[src/rtl/tile_config_loader.sv]
// Word-wide tile configuration loader: streams an image plus XOR checksum into a shadow
// register, commits it atomically on a checksum match, and reads the active image back.
module tile_config_loader #(
    parameter int CONFIG_WIDTH = 146,
    parameter int WORD_WIDTH   = 8
) (
    input  logic                    clock,
    input  logic                    reset,
    input  logic                    start,
    input  logic                    abort,
    input  logic [WORD_WIDTH-1:0]   in_data,
    input  logic                    in_valid,
    output logic                    in_ready,
    input  logic                    rb_start,
    output logic [WORD_WIDTH-1:0]   out_data,
    output logic                    out_valid,
    input  logic                    out_ready,
    output logic [CONFIG_WIDTH-1:0] config_data,
    output logic                    config_valid,
    output logic                    busy,
    output logic                    error
);

    localparam int NW    = (CONFIG_WIDTH + WORD_WIDTH - 1) / WORD_WIDTH;
    localparam int SW    = NW * WORD_WIDTH;
    localparam int CNT_W = $clog2(NW + 1);
    localparam logic [CNT_W-1:0] LAST_DATA = CNT_W'(NW - 1);
    localparam logic [CNT_W-1:0] CKSUM_IDX = CNT_W'(NW);

    typedef enum logic [2:0] {IDLE, LOAD, CKSUM, COMMIT, READBACK} state_t;

    state_t                  state, state_nxt;
    logic [CNT_W-1:0]        count;
    logic [WORD_WIDTH-1:0]   acc;
    logic [SW-1:0]           shadow;
    logic                    match;
    logic                    in_xfer;
    logic                    out_xfer;

    // Padding bits above CONFIG_WIDTH read back as zero.
    function automatic logic [WORD_WIDTH-1:0] cfg_word(input logic [CONFIG_WIDTH-1:0] cfg,
                                                       input logic [CNT_W-1:0] idx);
        logic [SW-1:0] padded;
        padded = SW'(cfg);
        return padded[int'(idx)*WORD_WIDTH +: WORD_WIDTH];
    endfunction

    assign busy     = (state != IDLE);
    assign in_xfer  = in_valid && in_ready;
    assign out_xfer = out_valid && out_ready;

    always_comb begin
        state_nxt = state;
        in_ready  = 1'b0;
        case (state)
            IDLE: begin
                if (start)         state_nxt = LOAD;
                else if (rb_start) state_nxt = READBACK;
            end
            LOAD: begin
                in_ready = !abort;
                if (abort)                                   state_nxt = IDLE;
                else if (in_valid && (count == LAST_DATA))   state_nxt = CKSUM;
            end
            CKSUM: begin
                in_ready = !abort;
                if (abort)         state_nxt = IDLE;
                else if (in_valid) state_nxt = COMMIT;
            end
            COMMIT:   state_nxt = IDLE;
            READBACK: begin
                if (abort)                                  state_nxt = IDLE;
                else if (out_xfer && (count == CKSUM_IDX))  state_nxt = IDLE;
            end
            default:  state_nxt = IDLE;
        endcase
    end

    always_ff @(posedge clock) begin
        if (reset) begin
            state        <= IDLE;
            count        <= '0;
            acc          <= '0;
            shadow       <= '0;
            match        <= 1'b0;
            config_data  <= '0;
            config_valid <= 1'b0;
            error        <= 1'b0;
            out_data     <= '0;
            out_valid    <= 1'b0;
        end else begin
            state <= state_nxt;
            case (state)
                IDLE: begin
                    if (start) begin
                        count <= '0;
                        acc   <= '0;
                        error <= 1'b0;
                    end else if (rb_start) begin
                        count     <= '0;
                        acc       <= cfg_word(config_data, '0);
                        out_data  <= cfg_word(config_data, '0);
                        out_valid <= 1'b1;
                    end
                end
                LOAD: begin
                    if (abort) begin
                        shadow <= '0;
                        count  <= '0;
                    end else if (in_xfer) begin
                        shadow[int'(count)*WORD_WIDTH +: WORD_WIDTH] <= in_data;
                        acc   <= acc ^ in_data;
                        count <= count + CNT_W'(1);
                    end
                end
                CKSUM: begin
                    if (abort) begin
                        shadow <= '0;
                        count  <= '0;
                    end else if (in_xfer) begin
                        match <= (in_data == acc);
                    end
                end
                // The only place the active image changes outside reset.
                COMMIT: begin
                    if (match) begin
                        config_data  <= shadow[CONFIG_WIDTH-1:0];
                        config_valid <= 1'b1;
                    end else begin
                        error <= 1'b1;
                    end
                end
                READBACK: begin
                    if (abort) begin
                        out_valid <= 1'b0;
                    end else if (out_xfer) begin
                        if (count == CKSUM_IDX) begin
                            out_valid <= 1'b0;
                        end else if (count == LAST_DATA) begin
                            out_data <= acc;
                            count    <= CKSUM_IDX;
                        end else begin
                            out_data <= cfg_word(config_data, count + CNT_W'(1));
                            acc      <= acc ^ cfg_word(config_data, count + CNT_W'(1));
                            count    <= count + CNT_W'(1);
                        end
                    end
                end
                default: ;
            endcase
        end
    end

endmodule

[config.mk]
export PLATFORM = sky130hd
export DESIGN_NAME = tile_config_loader
export DESIGN_NICKNAME = d
export VERILOG_FILES = /design/src/rtl/tile_config_loader.sv
export SDC_FILE = /design/constraint.sdc
export NUM_CORES = 1
export LEC_CHECK = 0
export CAP_MARGIN = 0
export CORE_ASPECT_RATIO = 0.75
export CORE_MARGIN = 1
export CORE_UTILIZATION = 45
export CTS_CLUSTER_SIZE = 25
export DETAILED_ROUTE_END_ITERATION = 10
export GPL_TIMING_DRIVEN = 0
export PLACE_DENSITY = 0.72
export SYNTH_ARGS = -nofsm -noshare
export SYNTH_HDL_FRONTEND = slang
export SYNTH_SLANG_ARGS = --single-unit
[constraint.sdc]
create_clock -name clock -period 4 [get_ports clock]
set_input_delay 0.4 -clock clock [delete_from_list [all_inputs] [get_ports clock]]
set_output_delay 0.4 -clock clock [all_outputs]
set_load 0.01 [all_outputs]
==> impl_metrics.env, run 1 <==
export IMPL_instances_no_fill=2370
export IMPL_drtPass1Iterations=11
export IMPL_hold_viol_final=0
export IMPL_finalCriticalPeriod_ps=3920
export IMPL_syn_num_nets=1755
export IMPL_grt_overflow_total=0
export IMPL_ant_nets=0
export IMPL_grt_pass1_vias=13300
export IMPL_drt_wirelength_per_cell_um=26.3
export IMPL_wl_mm=62.3
export IMPL_core_area_mm2=0.0306
export IMPL_nets=1967
export IMPL_design_die_area_mm2=0.0322
export IMPL_h_tree_depth=1
export IMPL_worst_pin_slew_ps=1280
export IMPL_fmax_mhz=255
export IMPL_cts_buffers=31
export IMPL_cp_arrival_ps=4350
export IMPL_antenna_cells=0
export IMPL_yosysSeqAreaShare=0.453
export IMPL_syn_area_mm2=0.0142
export IMPL_yosys_mux_area_fraction=0.0524
export IMPL_fin_total_pwr_mw=7.40
export IMPL_route_vias_total=14800
export IMPL_cp_max_fo=11
export IMPL_ys_flop_type="dfxtp_1"
export IMPL_die_h_um=156
export IMPL_maxSlewViolCount=0
export IMPL_yosysWarningCount=0
export IMPL_skew_ps=11.6
export IMPL_synth_simple_area_share=0.234
export IMPL_max_cap_viol_count=0
export IMPL_avgSynthCellArea_um2=8.15
export IMPL_root_buffer="clkbuf_16"
export IMPL_drc=9
export IMPL_post_route_util=0.579
export IMPL_startpoint_type="register"
export IMPL_async_reset_ff_frac=0
export IMPL_grt_use_total=0.382
export IMPL_setup_slack_ps=78.6
export IMPL_dpl_cell_count=2305
export IMPL_synth_compound_area_frac=0.202
export IMPL_path_common_cell="buf_4"
export IMPL_pre_cts_ws_ps=-515
export IMPL_cts_tree="built"
export IMPL_drive_gt1_frac=0.0832
export IMPL_status="complete, but fails checks"
export IMPL_crit_slowest_cell="o21ai_0"
export IMPL_drt_iter0_drc=2180
export IMPL_synthCells=1736
export IMPL_violations="DRC"
export IMPL_path_cells="buf_2 -> buf_4 -> inv_1 -> clkbuf_4 -> ha_2 -> buf_6 -> buf_4 -> mux2i_1 -> nand3_1 -> nand4_1 -> o32ai_1 -> o21ai_0 -> a311oi_1"
export IMPL_clock_tree_buffer_depth=3
export IMPL_viasPerCell=6.24
export IMPL_clk_pin_slew_ps=70
export IMPL_syn2layout_area_growth_pct=25.0
export IMPL_irDropWorstVdd_v=0.000359
export IMPL_globalplace_congestion=1.02
export IMPL_synth_xor_area_frac=0.00990
export IMPL_fin_crit_sh=0.980
export IMPL_power_density_mw_per_mm2=418
export IMPL_end_kind="register"
export IMPL_die_w_um=207
export IMPL_min_path_type="in -> reg"
export IMPL_io_buffer_count=170
export IMPL_worst_endpoint_required_ps=4430
export IMPL_synth_top_family_by_area="simple AND/OR/NAND/NOR gates"
export IMPL_synthAdderAreaFrac=0.00354
export IMPL_max_slew_margin=0.147
export IMPL_start_util=0.463
export IMPL_final_setup_viol_count=0
export IMPL_holdBufCountCts=0
export IMPL_cpPeakStageDelay_ps=450
export IMPL_synth_edf_count=0
export IMPL_fin_tns_setup_ps=0
export IMPL_clkSinkCount=320
export IMPL_io_pins=174
export IMPL_hpwl_mm=46.0
export IMPL_grt_max_degree=15
export IMPL_grt_pass1_wl_mm=89.4
export IMPL_crit_type="reg -> reg"
export IMPL_clk_latency_ps=580
export IMPL_synth_seq_cells=320
export IMPL_yosysUniqueCellTypes=73
export IMPL_critPathTopFamily="buffers and inverters"
export IMPL_rows=55
export IMPL_path_buf_inv=6
export IMPL_antenna_found_initial=0
export IMPL_power_leakage_nw=5.81
==> metrics by stage <==
step	hold slack (ps)	area (µm²)
final	408	17700
after global routing	426	17700
after CTS	373	17500
after detailed placement	443	16400
after global placement	437	16400
after floorplan	431	14200
==> Yosys cell counts, drive strengths merged, types with 13 or more instances <==
cell	instances	area (µm²)
nand4	20	125
a32oi	16	140
nand3	80	400
nor2	196	853
mux2i	73	731
o2111ai	15	131
a32o	13	130
a22oi	105	788
buf	38	210
dfxtp	320	6410
a21oi	186	935
nand2	348	1310
o21ai	45	229
nor3	33	215
clkbuf	103	387
==> metal layers <==
| layer | GRT usage | share of wire | vias up |
|---|---|---|---|
| met2 | 0.531 | 0.41 | 915 |
| met1 | 0.590 | 0.45 | 7239 |
| met5 | 0 | 0 | - |
| met4 | 0.0949 | 0.024 | 0 |
| li1 | - | - | 6559 |
| met3 | 0.0773 | 0.12 | 83 |
==> worst paths after layout <==
kind,from,to,slack (ps),cells after the start
setup / recovery,count[0],out_data[5],80,13
hold / removal,reset,acc[6],410,4
setup reg to reg,count[0],out_data[5],80,13
hold reg to reg,shadow[137],config_data[137],450,2
==> layout by cell type, fill, tap and decap left out, drive strengths merged, types with 45 or more instances in the layout <==
cell type	instances
mux2i	73
nand3	80
a22oi	105
clkbuf	149
nand2	348
a21oi	186
dfxtp	320
nor2	196
buf	48
o21ai	45
clkdlybuf4s50	170
==> state kept, by name (all words and copies together) (netlist names) <==
signal / flops
count: 5
config_valid: 1
out_data: 8
shadow: 146
error: 1
state: 3
config_data: 146
out_valid: 1
match: 1
acc: 8
==> worst register-to-register path, delay by kind of cell (launching register included) <==
kind | cells | cell delay (ps)
buffers and inverters | 6 | 1490
AO/OA/AOI/OAI | 3 | 770
multiplexers | 1 | 440
flip-flops | 1 | 330
adder cells (fa/ha/maj) | 1 | 450
AND/OR/NAND/NOR | 2 | 300
==> what timing repair did <==
action	CTS	global route
buffers inserted	3	7
pin swaps	3	3
setup endpoints to repair	160	133
resized for setup	18	23
==> power breakdown <==
part	switching, mW	leakage [nW]	internal [mW]
Clock	1.30	0.523	1.79
Sequential	0.0220	2.58	3.21
Combinational	0.781	2.71	0.293
Total	2.10	5.81	5.29
==> area by class of cell <==
| cell class | count | area (µm²) |
|---|---|---|
| fill | 2853 | 12900 |
| sequential | 320 | 6410 |
| clock inverter | 9 | 123 |
| multi-input combinational | 1264 | 7270 |
| clock buffer | 47 | 936 |
| timing repair buffer | 180 | 1810 |
| tap | 399 | 499 |
| buffer | 140 | 606 |
| inverter | 11 | 41.3 |
==> cell families (layout without fill, tap and decap cells) <==
logic type / Yosys count / count (layout)
buffers and inverters: 152 / 387
AO/OA/AOI/OAI: 443 / 443
flip-flops: 320 / 320
XOR/XNOR: 13 / 13
adder cells (fa/ha/maj): 4 / 4
multiplexers: 74 / 74
AND/OR/NAND/NOR: 730 / 730
Power figures use the tool's default switching activity.
==> run 2, diff against run 1 <==
Settings changed: RECOVER_POWER from default to 50, SETUP_SLACK_MARGIN from default to 0.3, SLEW_MARGIN from default to 30.
==> impl_metrics.env, run 2 (same netlist as run 1, synthesis figures left out) <==
export IMPL_status="complete, but fails checks"
export IMPL_violations="DRC"
export IMPL_hpwl_mm=45.9
export IMPL_cts_tree="built"
export IMPL_root_buffer="clkbuf_16"
export IMPL_syn2layout_area_growth_pct=26.7
export IMPL_layout_commonest_cell="nand2_1"
export IMPL_post_route_util=0.587
export IMPL_final_setup_viol_count=0
export IMPL_hold_viol_final=0
export IMPL_max_cap_viol_count=0
export IMPL_cp_arrival_ps=4110
export IMPL_drtPass1Iterations=11
export IMPL_drive_gt1_frac=0.0938
export IMPL_drt_wirelength_per_cell_um=26.3
export IMPL_max_slew_margin=0.293
export IMPL_drc=9
export IMPL_layout_common_cells="348 x nand2_1, 320 x dfxtp_1, 186 x nor2_1, 185 x a21oi_1, 158 x dlygate4sd3_1"
export IMPL_holdBufCountCts=0
export IMPL_crit_slowest_cell="dfxtp_1"
export IMPL_grt_pass1_wl_mm=89.5
export IMPL_start_util=0.463
export IMPL_min_path_type="reg -> reg"
export IMPL_path_cells="clkbuf_4 -> buf_6 -> inv_1 -> clkbuf_4 -> ha_4 -> clkbuf_2 -> buf_8 -> buf_8 -> mux2i_4 -> nand3_1 -> nand4_1 -> o21ai_0 -> or2_2 -> a32o_1"
export IMPL_die_h_um=156
export IMPL_fin_crit_sh=0.925
export IMPL_startpoint_type="register"
export IMPL_reg2reg_depth=14
export IMPL_globalplace_congestion=1.02
export IMPL_top_regs="config_data (146), shadow (146)"
export IMPL_dpl_cell_count=2305
export IMPL_grt_max_degree=14
export IMPL_fin_total_pwr_mw=7.60
export IMPL_irDropWorstVdd_v=0.000243
export IMPL_end_kind="register"
export IMPL_worst_endpoint_required_ps=4410
export IMPL_final_area_mm2=0.0179
export IMPL_cts_buffers=34
export IMPL_io_buffer_count=170
export IMPL_instances_no_fill=2371
export IMPL_worst_pin_slew_ps=1060
export IMPL_clk_pin_slew_ps=70
export IMPL_skew_ps=18.2
export IMPL_grt_use_total=0.383
export IMPL_rows=55
export IMPL_rsz0062_at_grt="false"
export IMPL_grt_overflow_total=0
export IMPL_cpPeakStageDelay_ps=350
export IMPL_io_pins=174
export IMPL_cp_max_fo=11
export IMPL_postPlaceCellArea_mm2=0.0164
export IMPL_whs_ps=452
export IMPL_fmax_mhz=270
export IMPL_antenna_found_initial=1
export IMPL_ant_nets=0
export IMPL_finalCriticalPeriod_ps=3700
export IMPL_power_density_mw_per_mm2=424
export IMPL_design_die_area_mm2=0.0322
export IMPL_route_vias_total=14900
export IMPL_fillerInstances=2787
export IMPL_grt_pass1_vias=13500
export IMPL_core_area_mm2=0.0306
export IMPL_viasPerCell=6.28
export IMPL_nets=1969
export IMPL_h_tree_depth=2
export IMPL_drt_iter0_drc=2060
export IMPL_die_w_um=207
export IMPL_wl_mm=62.3
export IMPL_clkSinkCount=320
export IMPL_power_leakage_nw=6.47
export IMPL_min_path_cells=2
export IMPL_maxSlewViolCount=0
export IMPL_clk_latency_ps=530
export IMPL_crit_type="reg -> reg"
export IMPL_clock_tree_buffer_depth=3
export IMPL_antenna_cells=0
## run 2: cell count changes in the layout (fill, tap and decap cells not counted), moves of 4 or more
| cell | before | now |
|---|---|---|
| clkdlybuf4s50_1 | 170 | 12 |
| dlygate4sd3_1 | 0 | 158 |
| clkbuf_2 | 0 | 9 |
| mux2i_1 | 69 | 61 |
| buf_2 | 28 | 22 |
| clkbuf_16 | 31 | 37 |
| buf_4 | 12 | 7 |
| clkbuf_8 | 10 | 5 |
| mux2i_2 | 4 | 9 |
| nor3_1 | 18 | 13 |
| nor3_4 | 6 | 10 |
## run 2: timing repair
action                                  CTS  global route
gates cloned                              0             0
endpoints found under the setup margin  162           141
pin swaps                                 6             3
gates resized for setup                  49            26
buffers inserted                          5             2
## run 2: per-layer routing
layer,global-route usage,vias up,part of all wire,wire length (µm)
li1,-,6571,-,-
met4,0.106,2,0.026,1630
met1,0.576,7249,0.44,27500
met5,0,-,0.00021,13
met2,0.536,959,0.41,25400
met3,0.0944,107,0.12,7780
## run 2: critical path, delay by kind of cell (launching register included)
kind	cells	cell delay, ps
buffers and inverters	7	1430
flip-flops	1	350
adder cells (fa/ha/maj)	1	290
AND/OR/NAND/NOR	3	790
multiplexers	1	320
AO/OA/AOI/OAI	2	360
## run 2: final cells by class
| cell class | count | area, µm² | share of cell area |
|---|---|---|---|
| Buffer | 141 | 643 | 0.0359 |
| Clock buffer | 51 | 1030 | 0.0574 |
| Clock inverter | 7 | 95.1 | 0.00530 |
| Inverter | 11 | 41.3 | 0.00230 |
| Multi-Input combinational cell | 1264 | 7410 | 0.413 |
| Sequential cell | 320 | 6410 | 0.357 |
| Tap cell | 399 | 499 | 0.0278 |
| Timing Repair Buffer | 178 | 1800 | 0.101 |
## run 2: path summary, 6_finish.rpt
check | from | to | slack, ps
setup / recovery | count[0] | acc[3] | 300
hold / removal | shadow[102] | config_data[102] | 450
setup reg to reg | count[0] | acc[3] | 300
hold reg to reg | shadow[102] | config_data[102] | 450
## run 2: report_power, final
group	internal, mW	switching (mW)
Clock	1.91	1.36
Sequential	3.21	0.0222
Combinational	0.312	0.789
Total	5.43	2.17
## run 2: per-stage QoR
stage	worst slack, ps	TNS, ps
finish	299	0
global route	304	0
CTS	305	0
detailed placement	-535	-45000
global placement	-464	-36270
floorplan	512	0
